<file path="src/rtl/sfm_pkg.sv">
// Shared softmax types: floating-point format descriptors, min/max mode,
// accumulator FSM states and fp constant helpers.
package sfm_pkg;

    typedef enum logic [2:0] {
        FP32    = 3'd0,
        FP64    = 3'd1,
        FP16    = 3'd2,
        FP8     = 3'd3,
        FP16ALT = 3'd4
    } fp_format_e;

    typedef enum logic {
        MIN = 1'b0,
        MAX = 1'b1
    } min_max_mode_t;

    typedef enum logic {
        IDLE = 1'b0,
        ACC  = 1'b1
    } max_acc_state_e;

    localparam int unsigned FP_MAX_WIDTH = 64;

    function automatic int unsigned fp_exp_bits(fp_format_e fmt);
        case (fmt)
            FP32:    return 8;
            FP64:    return 11;
            FP16:    return 5;
            FP8:     return 5;
            FP16ALT: return 8;
            default: return 8;
        endcase
    endfunction

    function automatic int unsigned fp_man_bits(fp_format_e fmt);
        case (fmt)
            FP32:    return 23;
            FP64:    return 52;
            FP16:    return 10;
            FP8:     return 2;
            FP16ALT: return 7;
            default: return 23;
        endcase
    endfunction

    function automatic int unsigned fp_width(fp_format_e fmt);
        return 1 + fp_exp_bits(fmt) + fp_man_bits(fmt);
    endfunction

    // -inf for MAX, +inf for MIN, right-aligned in a 64-bit container.
    function automatic logic [FP_MAX_WIDTH-1:0] fp_minmax_identity(fp_format_e fmt, min_max_mode_t mode);
        logic [FP_MAX_WIDTH-1:0] res;
        int unsigned             e;
        int unsigned             m;
        e   = fp_exp_bits(fmt);
        m   = fp_man_bits(fmt);
        res = {FP_MAX_WIDTH{1'b0}};
        for (int unsigned i = 0; i < FP_MAX_WIDTH; i++) begin
            if (i >= m && i < m + e) begin
                res[i] = 1'b1;
            end else if (i == m + e) begin
                res[i] = (mode == MAX);
            end else begin
                res[i] = 1'b0;
            end
        end
        return res;
    endfunction

    function automatic logic [FP_MAX_WIDTH-1:0] fp_canonical_nan(fp_format_e fmt);
        logic [FP_MAX_WIDTH-1:0] res;
        int unsigned             e;
        int unsigned             m;
        e   = fp_exp_bits(fmt);
        m   = fp_man_bits(fmt);
        res = {FP_MAX_WIDTH{1'b0}};
        for (int unsigned i = 0; i < FP_MAX_WIDTH; i++) begin
            if ((i >= m && i < m + e) || (i + 1 == m)) begin
                res[i] = 1'b1;
            end else begin
                res[i] = 1'b0;
            end
        end
        return res;
    endfunction

endpackage

</file>
<file path="src/rtl/sfm_fp_minmax_rec.sv">
// N-operand floating-point min/max with per-operand strobes; NaN operands are
// ignored unless nothing else is left, in which case the canonical qNaN results.
module sfm_fp_minmax_rec
    import sfm_pkg::*;
#(
    parameter fp_format_e    FPFORMAT = FP16ALT,
    parameter int unsigned   N_INP    = 2,
    localparam int unsigned  WIDTH    = fp_width(FPFORMAT)
) (
    input  logic [N_INP-1:0][WIDTH-1:0] operands_i,
    input  logic [N_INP-1:0]            strb_i,
    input  min_max_mode_t               mode_i,
    output logic [WIDTH-1:0]            result_o
);

    localparam int unsigned              EXP_BITS  = fp_exp_bits(FPFORMAT);
    localparam int unsigned              MAN_BITS  = fp_man_bits(FPFORMAT);
    localparam logic [FP_MAX_WIDTH-1:0]  QNAN_FULL = fp_canonical_nan(FPFORMAT);
    localparam logic [WIDTH-1:0]         QNAN      = QNAN_FULL[WIDTH-1:0];

    logic [WIDTH-1:0] res_s;
    logic             have_s;

    function automatic logic is_nan(logic [WIDTH-1:0] x);
        return (&x[WIDTH-2 -: EXP_BITS]) && (|x[MAN_BITS-1:0]);
    endfunction

    // Total order on non-NaN values, so -0 sorts strictly below +0.
    function automatic logic less_than(logic [WIDTH-1:0] a, logic [WIDTH-1:0] b);
        if (a[WIDTH-1] != b[WIDTH-1]) begin
            return a[WIDTH-1];
        end else if (a[WIDTH-1]) begin
            return a[WIDTH-2:0] > b[WIDTH-2:0];
        end else begin
            return a[WIDTH-2:0] < b[WIDTH-2:0];
        end
    endfunction

    function automatic logic [WIDTH-1:0] pick(logic [WIDTH-1:0] a, logic [WIDTH-1:0] b, min_max_mode_t mode);
        if (is_nan(a) && is_nan(b)) begin
            return QNAN;
        end else if (is_nan(a)) begin
            return b;
        end else if (is_nan(b)) begin
            return a;
        end else if (mode == MAX) begin
            return less_than(a, b) ? b : a;
        end else begin
            return less_than(b, a) ? b : a;
        end
    endfunction

    // Fold the strobed operands left to right.
    always_comb begin
        res_s  = QNAN;
        have_s = 1'b0;
        for (int i = 0; i < int'(N_INP); i++) begin
            res_s  = strb_i[i] ? (have_s ? pick(res_s, operands_i[i], mode_i) : operands_i[i]) : res_s;
            have_s = have_s | strb_i[i];
        end
        result_o = is_nan(res_s) ? QNAN : res_s;
    end

endmodule

</file>
<file path="src/rtl/sfm_fp_max_acc.sv">
// Row-wise running min/max accumulator: folds one reduced scalar per beat and
// reports the running value before and after each beat.
module sfm_fp_max_acc
    import sfm_pkg::*;
#(
    parameter fp_format_e   FPFORMAT  = FP16ALT,
    parameter int unsigned  CNT_WIDTH = 16,
    localparam int unsigned WIDTH     = fp_width(FPFORMAT)
) (
    input  logic                 clk_i,
    input  logic                 rst_ni,
    input  logic                 clear_i,
    input  logic                 enable_i,
    input  logic                 valid_i,
    output logic                 ready_o,
    input  logic [WIDTH-1:0]     data_i,
    input  logic                 strb_i,
    input  logic                 last_i,
    input  min_max_mode_t        mode_i,
    output logic                 valid_o,
    input  logic                 ready_i,
    output logic [WIDTH-1:0]     max_o,
    output logic [WIDTH-1:0]     prev_max_o,
    output logic                 changed_o,
    output logic                 last_o,
    output logic [CNT_WIDTH-1:0] cnt_o
);

    localparam logic [FP_MAX_WIDTH-1:0] ID_MAX_FULL = fp_minmax_identity(FPFORMAT, MAX);
    localparam logic [WIDTH-1:0]        ID_MAX      = ID_MAX_FULL[WIDTH-1:0];
    localparam logic [CNT_WIDTH-1:0]    CNT_ZERO    = {CNT_WIDTH{1'b0}};
    localparam logic [CNT_WIDTH-1:0]    CNT_ONE     = {{(CNT_WIDTH-1){1'b0}}, 1'b1};
    localparam logic [CNT_WIDTH-1:0]    CNT_SAT     = {CNT_WIDTH{1'b1}};

    max_acc_state_e        state_q, state_d;
    min_max_mode_t         mode_q, mode_d;
    logic [WIDTH-1:0]      acc_q, acc_d;
    logic [CNT_WIDTH-1:0]  cnt_q, cnt_d;

    logic                  valid_q;
    logic [WIDTH-1:0]      max_q;
    logic [WIDTH-1:0]      prev_q;
    logic                  changed_q;
    logic                  last_q;
    logic [CNT_WIDTH-1:0]  cnt_out_q;

    logic                  ready_s;
    logic                  accept_s;
    min_max_mode_t         mode_eff_s;
    logic                  acc_live_s;
    logic [WIDTH-1:0]      fold_s;
    logic [WIDTH-1:0]      new_val_s;
    logic [CNT_WIDTH-1:0]  cnt_new_s;

    assign ready_s    = enable_i & ~clear_i & (~valid_q | ready_i);
    assign accept_s   = valid_i & ready_s;
    assign mode_eff_s = (state_q == IDLE) ? mode_i : mode_q;
    // Until the row has seen a real value the identity stays out of the fold,
    // so a NaN leading beat survives as the canonical qNaN.
    assign acc_live_s = (cnt_q != CNT_ZERO);
    assign new_val_s  = strb_i ? fold_s : acc_q;
    assign cnt_new_s  = (strb_i && (cnt_q != CNT_SAT)) ? (cnt_q + CNT_ONE) : cnt_q;

    sfm_fp_minmax_rec #(
        .FPFORMAT (FPFORMAT),
        .N_INP    (2)
    ) u_minmax (
        .operands_i ({acc_q, data_i}),
        .strb_i     ({acc_live_s, strb_i}),
        .mode_i     (mode_eff_s),
        .result_o   (fold_s)
    );

    // Next-state logic for the row FSM, accumulator and counter.
    always_comb begin
        state_d = state_q;
        mode_d  = mode_q;
        acc_d   = acc_q;
        cnt_d   = cnt_q;
        case (state_q)
            IDLE: begin
                if (accept_s) begin
                    mode_d  = mode_i;
                    state_d = last_i ? IDLE : ACC;
                end else begin
                    state_d = IDLE;
                end
            end
            ACC: begin
                if (accept_s && last_i) begin
                    state_d = IDLE;
                end else begin
                    state_d = ACC;
                end
            end
            default: begin
                state_d = IDLE;
            end
        endcase
        if (accept_s && last_i) begin
            acc_d = ID_MAX;
            cnt_d = CNT_ZERO;
        end else if (accept_s) begin
            acc_d = new_val_s;
            cnt_d = cnt_new_s;
        end else begin
            acc_d = acc_q;
            cnt_d = cnt_q;
        end
    end

    // Row state registers; clear_i aborts the row.
    always_ff @(posedge clk_i or negedge rst_ni) begin
        if (!rst_ni) begin
            state_q <= IDLE;
            mode_q  <= MAX;
            acc_q   <= ID_MAX;
            cnt_q   <= CNT_ZERO;
        end else if (clear_i) begin
            state_q <= IDLE;
            mode_q  <= MAX;
            acc_q   <= ID_MAX;
            cnt_q   <= CNT_ZERO;
        end else if (enable_i) begin
            state_q <= state_d;
            mode_q  <= mode_d;
            acc_q   <= acc_d;
            cnt_q   <= cnt_d;
        end
    end

    // Output beat register with valid/ready hold.
    always_ff @(posedge clk_i or negedge rst_ni) begin
        if (!rst_ni) begin
            valid_q   <= 1'b0;
            max_q     <= {WIDTH{1'b0}};
            prev_q    <= {WIDTH{1'b0}};
            changed_q <= 1'b0;
            last_q    <= 1'b0;
            cnt_out_q <= CNT_ZERO;
        end else if (clear_i) begin
            valid_q   <= 1'b0;
        end else if (enable_i) begin
            if (accept_s) begin
                valid_q   <= 1'b1;
                max_q     <= new_val_s;
                prev_q    <= acc_q;
                changed_q <= (new_val_s != acc_q);
                last_q    <= last_i;
                cnt_out_q <= cnt_new_s;
            end else if (ready_i) begin
                valid_q   <= 1'b0;
            end
        end
    end

    assign ready_o    = ready_s;
    assign valid_o    = valid_q;
    assign max_o      = max_q;
    assign prev_max_o = prev_q;
    assign changed_o  = changed_q;
    assign last_o     = last_q;
    assign cnt_o      = cnt_out_q;

endmodule

</file>
<file path="config.mk">
export PLATFORM = sky130hd
export DESIGN_NAME = sfm_fp_max_acc
export DESIGN_NICKNAME = d
export VERILOG_FILES = /design/src/rtl/sfm_pkg.sv /design/src/rtl/sfm_fp_minmax_rec.sv /design/src/rtl/sfm_fp_max_acc.sv
export SDC_FILE = /design/constraint.sdc
export NUM_CORES = 1
export LEC_CHECK = 0
export ABC_AREA = 1
export CORE_MARGIN = 3
export CORE_UTILIZATION = 51
export CTS_CLUSTER_DIAMETER = 200
export DETAILED_ROUTE_END_ITERATION = 8
export PLACE_DENSITY = 0.78
export SYNTH_ARGS = -nofsm -noshare
export SYNTH_HDL_FRONTEND = slang
export SYNTH_SLANG_ARGS = --single-unit
</file>
<file path="constraint.sdc">
create_clock -name clk_i -period 3.3 [get_ports clk_i]
set_input_delay 0.33 -clock clk_i [delete_from_list [all_inputs] [get_ports clk_i]]
set_output_delay 0.33 -clock clk_i [all_outputs]
set_load 0.01 [all_outputs]
</file>
==> results of run 1 <==
## sequential cells by signal (all words and copies together), names as in the netlist
register	cells
acc_q	16
changed_o	1
cnt_o	16
cnt_q	16
last_o	1
max_o	16
mode_q	1
prev_max_o	16
state_q	1
valid_o	1
## metal layers
metal / track usage [%] / share of wire (%)
met5: 0 / 0
met3: 4.775 / 7.0
met4: 9.739 / 3.1
met1: 39.89 / 43
met2: 46.76 / 47
## Yosys cell counts (7+ instances only)
cell,count,share of area (%)
sky130_fd_sc_hd__o21ai_0,66,5.6
sky130_fd_sc_hd__nand3_1,104,8.8
sky130_fd_sc_hd__a21oi_1,24,2.0
sky130_fd_sc_hd__dfstp_2,10,4.4
sky130_fd_sc_hd__nand4_1,22,2.3
sky130_fd_sc_hd__ha_1,13,2.7
sky130_fd_sc_hd__nand2_1,286,18
sky130_fd_sc_hd__inv_2,10,0.63
sky130_fd_sc_hd__xor2_1,7,1.0
sky130_fd_sc_hd__inv_1,91,5.8
sky130_fd_sc_hd__dfrtp_1,75,32
sky130_fd_sc_hd__clkbuf_1,22,1.4
sky130_fd_sc_hd__nor2_1,55,3.5
sky130_fd_sc_hd__nand2_4,7,1.3
sky130_fd_sc_hd__o22ai_1,33,3.5
sky130_fd_sc_hd__nor3_1,11,0.93
sky130_fd_sc_hd__buf_2,8,0.67
## worst reg2reg max path: cells and delay by family, from the launching register on
family                     cells  cell delay (ns)
DFF                            1             0.53
buffers and inverters          3             0.26
and+or+nand+nor               24             2.16
AOI/OAI and AO/OA              1             0.16
adders and majority gates      1             0.24
## per-stage QoR
step           hold WS [ns]  utilization (%)
2_1_floorplan       0.03441                -
3_3_place_gp         0.4635            67.42
3_5_place_dp         0.4698            67.42
4_1_cts              0.2106            71.37
5_1_grt              0.2467            73.61
6_report             0.1482            73.61
## repair_timing
| item | in CTS | in global routing |
|---|---|---|
| setup endpoints to repair | 31 | 31 |
| pin swaps | 16 | 36 |
| buffers inserted | 2 | 6 |
| gates resized for setup | 21 | 60 |
| cloned | 1 | 0 |
## logic make-up (layout without fill, tap and decap cells)
| kind of cell | after synthesis | in the layout | synth area share (%) |
|---|---|---|---|
| compound gates | 139 | 139 | 12.81 |
| xor+xnor | 7 | 7 | 1.033 |
| fa+ha+maj | 13 | 13 | 2.740 |
| buf+inv | 146 | 309 | 10.16 |
| flops | 85 | 85 | 36.04 |
| simple gates | 504 | 505 | 37.22 |
## cell type report
class                           count  area, µm²
Multi-Input combinational cell    664       3502
Fill cell                         903       2937
Sequential cell                    85       2140
Timing Repair Buffer              189       1637
Inverter                          104      395.4
Clock buffer                       11      232.7
Tap cell                          140      175.2
Clock inverter                      5      107.6
## power by group
part / switching, W / total [W] / internal, W
registers: 0.0000529 / 0.00117 / 0.00112
clock network: 0.000416 / 0.00116 / 0.000744
logic: 0.000524 / 0.000948 / 0.000424
## worst max-delay path by stage
stage	from	to	slack, ns	depth (start not counted)
2_1_floorplan	strb_i	changed_o	-0.09	34
5_1_grt	data_i[14]	changed_o	-0.53	31
6_report	acc_q[12]	changed_o	-0.16	29
3_5_place_dp	strb_i	changed_o	-0.81	31
3_3_place_gp	strb_i	changed_o	-0.79	31
4_1_cts	data_i[6]	changed_o	-0.07	28
==> impl_summary.txt, run 1 <==
----------------------------------------------------
[Timing]
  Worst slew margin relative to its limit ... 31.73%
  Timing-limited maximum frequency ... 289.0 MHz
  Ratio of final minimum period to clock period ... 104.9%
  Final total negative setup slack ... -0.4784 ns
  Transition time at the pin with the least slew margin ... 1.024 ns
  Final period demand of the worst path ... 3.460 ns
  Unrepaired setup endpoints after global routing ... true
  Count of endpoints failing setup in the final report ... 10
  Final hold violation count ... 0
  Clock Skews ... roughly 0.0086 ns
  Max-slew violation count ... 0
  Final WS setup ... -0.1603 ns

[Floorplan]
  # rows ... 38
  Die extent in y ... 113.9 µm
  Io pins ... 77
  Initial core utilization ... 53.36%
  Die Footprint ... 0.01297 mm²
  Core region area ... 0.01113 mm²
  Die width ... 113.9 µm

[Clock network]
  Clock tree root buffer cell ... sky130_fd_sc_hd__clkbuf_16
  Clock tree from TritonCTS ... done
  Clock H-tree levels ... 3
  CTS Hold Bufs ... 0
  Clock buffer count from CTS ... 9
  Clk_lat worst skew ... 0.34 ns
  Clock slew at the register clock pins of the worst setup and hold paths ... 0.06 ns
  Clock sink total ... 85
  Number of buffers on the longest clock path ... 2

[Cells and area]
  Most frequent standard cell in the layout excluding fill and tap cells ... sky130_fd_sc_hd__nand2_1
  Most used cells in the layout excluding fill and tap cells ... 269 x sky130_fd_sc_hd__nand2_1, 107 x sky130_fd_sc_hd__buf_4, 98 x sky130_fd_sc_hd__nand3_1
  Finished Cell Area ... just over 0.008 mm²
  Signed area change from the synthesized netlist to the final layout ... 37.93%
  Number of standard cells in the final layout excluding fillers ... 1198
  Share of cells above drive strength 1 ... 21.74%
  Final net count ... about 1100
  Diode insertion count for antenna repair ... 0

[Worst setup path]
  Worst path max stage delay ... 0.53 ns
  Crit Path Class ... register to register
  Number of cells traversed by the worst register-to-register path ... 29
  Worst Path Arrival ... approximately 3.7 ns
  Slack of the worst reg-to-reg path ... -0.16 ns
  Buffers plus inverters on the worst setup path ... 3
  Slowest stage cell on the critical path ... sky130_fd_sc_hd__dfstp_2
  Worst-path maximum fanout ... 6
  Dominant cell type by count on the critical path ... sky130_fd_sc_hd__nand2_1
  Critical path data required time ... about 3.5 ns
  Reg-to-Reg Start ... acc_q[12]
  Crit start category ... register
  Worst r2r dst ... changed_o
  Type of element capturing the critical path ... register
  CP top delay family ... simple AND/OR/NAND/NOR gates

[Routing]
  Routed length per placed instance ... around 16 µm
  Wire length after detailed routing ... 18870 µm
  Drt first pass iters ... 6
  Count of routing violations after the opening detailed-route iteration ... 724
  Final antenna-violating net count ... 0
  DRC violation count after routing ... 0
  Routed vias ... 6831
  Vias per Instance ... 5.702

[Status]
  Violations in the final reports ... negative setup slack
  Status ... finished with violations

[Yosys]
  Total of warnings raised by yosys ... 0
  Count of distinct cell types in the synthesized netlist ... 38
  Mapped Cells ... between 800 and 900
  Per-instance average area after synthesis ... ~6.6 µm²
  Post-Synthesis Net Count ... slightly above 900
  Count of flip-flops with a built-in enable after synthesis ... 0
  Synth async-reset ratio ... 100.0%
  Register area share after synthesis ... 36.04%
  Post-synthesis instance area ... 0.005937 mm²
  #FFs+latches synth ... 85
  Top_reg_cell synth ... sky130_fd_sc_hd__dfrtp_1

[Flow run]
  # Max-Cap Violations ... 0

[Place]
  Half-perimeter wire length after detailed placement ... 13310 µm
  Routability congestion estimate ... 0.9595
  Placed inst area ... roughly 0.0075 mm²
  I/O Buffers ... 76
  Worst setup slack before clock tree synthesis ... -0.8067 ns
  Number of instances in the placed design ... 1173

[Pwr]
  Leakage power total ... between 4 and 5 nW
  Power density over the cells ... 400.9 mW/mm²
  Total power after layout ... 0.003283 W
  Largest vdd supply drop ... 0.4251 mV

[GRT]
  Largest net degree at the start of global routing ... 86
  Number of global-route vias before repair ... 6396
  Number of antenna violations at the first check in global routing ... 0
  Global-route usage over all layers ... 29.00%
  Aggregate global routing overflow ... 0
  Global-route wire length before repair ... 30690 µm

[Min path]
  Tightest Hold Check Type ... input port to asynchronous set/reset pin

----------------------------------------------------
Power figures use the tool's default switching activity.
==> run 2: changes to the inputs <==
--- a/config.mk
+++ b/config.mk
@@ -11,6 +11,7 @@
 export CTS_CLUSTER_DIAMETER = 200
 export DETAILED_ROUTE_END_ITERATION = 8
 export PLACE_DENSITY = 0.78
+export SETUP_SLACK_MARGIN = 0.15
 export SYNTH_ARGS = -nofsm -noshare
 export SYNTH_HDL_FRONTEND = slang
 export SYNTH_SLANG_ARGS = --single-unit
==> impl_summary.txt, run 2 (synthesized netlist as in run 1, its figures left out) <==
----------------------------------------------------
[GRT]
  Number of global-route vias before repair ... 6493 (was 6396)
  Aggregate global routing overflow ... 0 (unchanged)
  Number of antenna violations at the first check in global routing ... 0 (unchanged)
  Largest net degree at the start of global routing ... 86 (unchanged)
  Global-route usage over all layers ... 30.27% (was 29.00%)
  Global-route wire length before repair ... 31920 µm (was 30690 µm)

[Timing]
  Count of endpoints failing setup in the final report ... 15 (was 10)
  Transition time at the pin with the least slew margin ... 1.039 ns (was 1.024 ns)
  Worst hold slack after final layout ... 0.1769 ns (was 0.1482 ns)
  Final WS setup ... -0.2155 ns (was -0.1603 ns)
  Ratio of final minimum period to clock period ... 106.5% (was 104.9%)
  Unrepaired setup endpoints after global routing ... true (unchanged)
  Clock Skews ... 0.008070 ns (was 0.008572 ns)
  Max-slew violation count ... 0 (unchanged)
  Final hold violation count ... 0 (unchanged)
  Worst slew margin relative to its limit ... 30.76% (was 31.73%)
  Timing-limited maximum frequency ... 284.5 MHz (was 289.0 MHz)
  Final period demand of the worst path ... 3.516 ns (was 3.460 ns)

[Place]
  Number of instances in the placed design ... 1179 (was 1173)
  Half-perimeter wire length after detailed placement ... 13610 µm (was 13310 µm)
  Worst setup slack before clock tree synthesis ... -0.8286 ns (was -0.8067 ns)
  Placed inst area ... 0.007644 mm² (was 0.007501 mm²)
  I/O Buffers ... 76 (unchanged)
  Routability congestion estimate ... 0.9750 (was 0.9595)

[Pwr]
  Internal cell power ... 0.002178 W (was 0.002290 W)
  Largest vdd supply drop ... 0.2710 mV (was 0.4251 mV)
  Leakage power total ... 4.116 nW (was 4.010 nW)
  Switching power total ... 0.001063 W (was 0.0009932 W)
  Switching power as a share of total power ... 32.80% (was 30.26%)
  Power density over the cells ... 381.4 mW/mm² (was 400.9 mW/mm²)
  Logic gate share of total power ... 31.7% (was 28.9%)
  Sequential share of power ... 36.2% (was 35.8%)
  Clock power frac ... 32.0% (was 35.3%)

[Status]
  Status ... finished with violations (unchanged)
  Violations in the final reports ... negative setup slack (unchanged)

[Floorplan]
  Initial core utilization ... 53.36% (unchanged)
  Io pins ... 77 (unchanged)
  Die extent in y ... 113.9 µm (unchanged)
  Core region area ... 0.01113 mm² (unchanged)
  # rows ... 38 (unchanged)
  Die Footprint ... 0.01297 mm² (unchanged)
  Die width ... 113.9 µm (unchanged)

[Cells and area]
  Most used cells in the layout excluding fill and tap cells ... 251 x sky130_fd_sc_hd__nand2_1, 115 x sky130_fd_sc_hd__buf_4, 82 x sky130_fd_sc_hd__inv_1 (was 269 x sky130_fd_sc_hd__nand2_1, 107 x sky130_fd_sc_hd__buf_4, 98 x sky130_fd_sc_hd__nand3_1)
  Most frequent standard cell in the layout excluding fill and tap cells ... sky130_fd_sc_hd__nand2_1 (unchanged)
  Final core occ ... 76.39% (was 73.61%)
  Share of cells above drive strength 1 ... 27.74% (was 21.74%)
  Number of standard cells in the final layout excluding fillers ... 1207 (was 1198)
  Finished Cell Area ... 0.008499 mm² (was 0.008189 mm²)
  Diode insertion count for antenna repair ... 0 (unchanged)
  Signed area change from the synthesized netlist to the final layout ... 43.16% (was 37.93%)
  Final net count ... 1100 (was 1091)

[Flow run]
  # Max-Cap Violations ... 0 (unchanged)

[Clock network]
  Clock tree from TritonCTS ... done (unchanged)
  Clock sink total ... 85 (unchanged)
  Clock tree root buffer cell ... sky130_fd_sc_hd__clkbuf_16 (unchanged)
  Clock buffer count from CTS ... 9 (unchanged)
  Clock H-tree levels ... 3 (unchanged)
  CTS Hold Bufs ... 0 (unchanged)
  Number of buffers on the longest clock path ... 2 (unchanged)
  Clk_lat worst skew ... 0.34 ns (about the same)
  Clock slew at the register clock pins of the worst setup and hold paths ... 0.07 ns (was 0.06 ns)

[Routing]
  Routed vias ... 7004 (was 6831)
  Wire length after detailed routing ... 20030 µm (was 18870 µm)
  DRC violation count after routing ... 0 (unchanged)
  Vias per Instance ... 5.803 (was 5.702)
  Drt first pass iters ... 5 (was 6)
  Count of routing violations after the opening detailed-route iteration ... 753 (was 724)
  Final antenna-violating net count ... 0 (unchanged)
  Routed length per placed instance ... 16.60 µm (was 15.75 µm)

[Worst setup path]
  Reg-to-Reg Start ... acc_q[13] (was acc_q[12])
  Worst r2r dst ... changed_o (unchanged)
  Worst Path Arrival ... 3.75 ns (was 3.69 ns)
  Slowest stage cell on the critical path ... sky130_fd_sc_hd__dfstp_2 (unchanged)
  Critical path data required time ... 3.53 ns (about the same)
  Slack of the worst reg-to-reg path ... -0.22 ns (was -0.16 ns)
  Worst path max stage delay ... 0.55 ns (was 0.53 ns)
  Crit Path Class ... register to register (unchanged)
  Type of element capturing the critical path ... register (unchanged)
  Critical Path Start ... acc_q[13] (was acc_q[12])
  Number of cells traversed by the worst register-to-register path ... 28 (was 29)
  Worst-path maximum fanout ... 5 (was 6)
  Crit start category ... register (unchanged)

[Min path]
  Tightest Hold Check Type ... input port to asynchronous set/reset pin (unchanged)

----------------------------------------------------
run 2: cell types whose count changed in the layout (fill, tap and decap cells not counted), moves of 6 or more:
cell,change
sky130_fd_sc_hd__nand2_2,+20
sky130_fd_sc_hd__nand2_1,-18
sky130_fd_sc_hd__nand3_2,+29
sky130_fd_sc_hd__buf_4,+8
sky130_fd_sc_hd__nand3_1,-29
sky130_fd_sc_hd__o21ai_0,-6
run 2: through the flow:
stage / setup TNS, ns / total power [W]
2_1_floorplan: -0.06426 / 0.001660
3_3_place_gp: -15.45 / 0.002068
3_5_place_dp: -17.51 / 0.002078
4_1_cts: -0.05773 / 0.003162
5_1_grt: -5.320 / 0.003395
6_report: -1.876 / 0.003241
run 2: timing repair:
action / 4_1_cts / 5_1_grt
endpoints found under the setup margin: 33 / 33
pin swaps: 29 / 66
gates cloned: 2 / 1
buffers inserted: 5 / 4
resized for setup: 44 / 82
run 2: routing by layer:
layer	wire, µm	track usage [%]
met1	8081	40.58
met5	0	0
met2	9365	49.00
met3	1670	4.456
met4	916	13.06
run 2: worst max path at each step:
stage                      to  cells after the start  slack, ns
floorplan           changed_o                     34      -0.06
global placement    changed_o                     31      -0.77
detailed placement  changed_o                     31      -0.83
CTS                 changed_o                     30      -0.06
global route        changed_o                     28      -0.50
finish              changed_o                     28      -0.22
run 2: final cells by class:
cell class | instances | area, µm²
inverters | 104 | 397.9
well taps | 140 | 175.2
fillers | 827 | 2626
clock buffers | 10 | 229.0
repair buffers | 197 | 1737
clock inverters | 6 | 71.32
flip-flops and latches | 85 | 2140
multi-input cells | 665 | 3750
run 2: worst max-delay path, delay by kind of cell, from the launching register on:
kind                       cells  cell delay (ns)
DFF                            1             0.55
adders and majority gates      1             0.26
and+or+nand+nor               24             2.31
buffers and inverters          3             0.28
run 2: power groups by stage:
stage / Combinational, W / Sequential (W) / Clock, W
after floorplan: 0.000445 / 0.00122 / 0
after global placement: 0.000880 / 0.00119 / 0
after detailed placement: 0.000890 / 0.00119 / 0
after CTS: 0.000941 / 0.00117 / 0.00105
after global routing: 0.00112 / 0.00118 / 0.00109
final: 0.00103 / 0.00117 / 0.00104
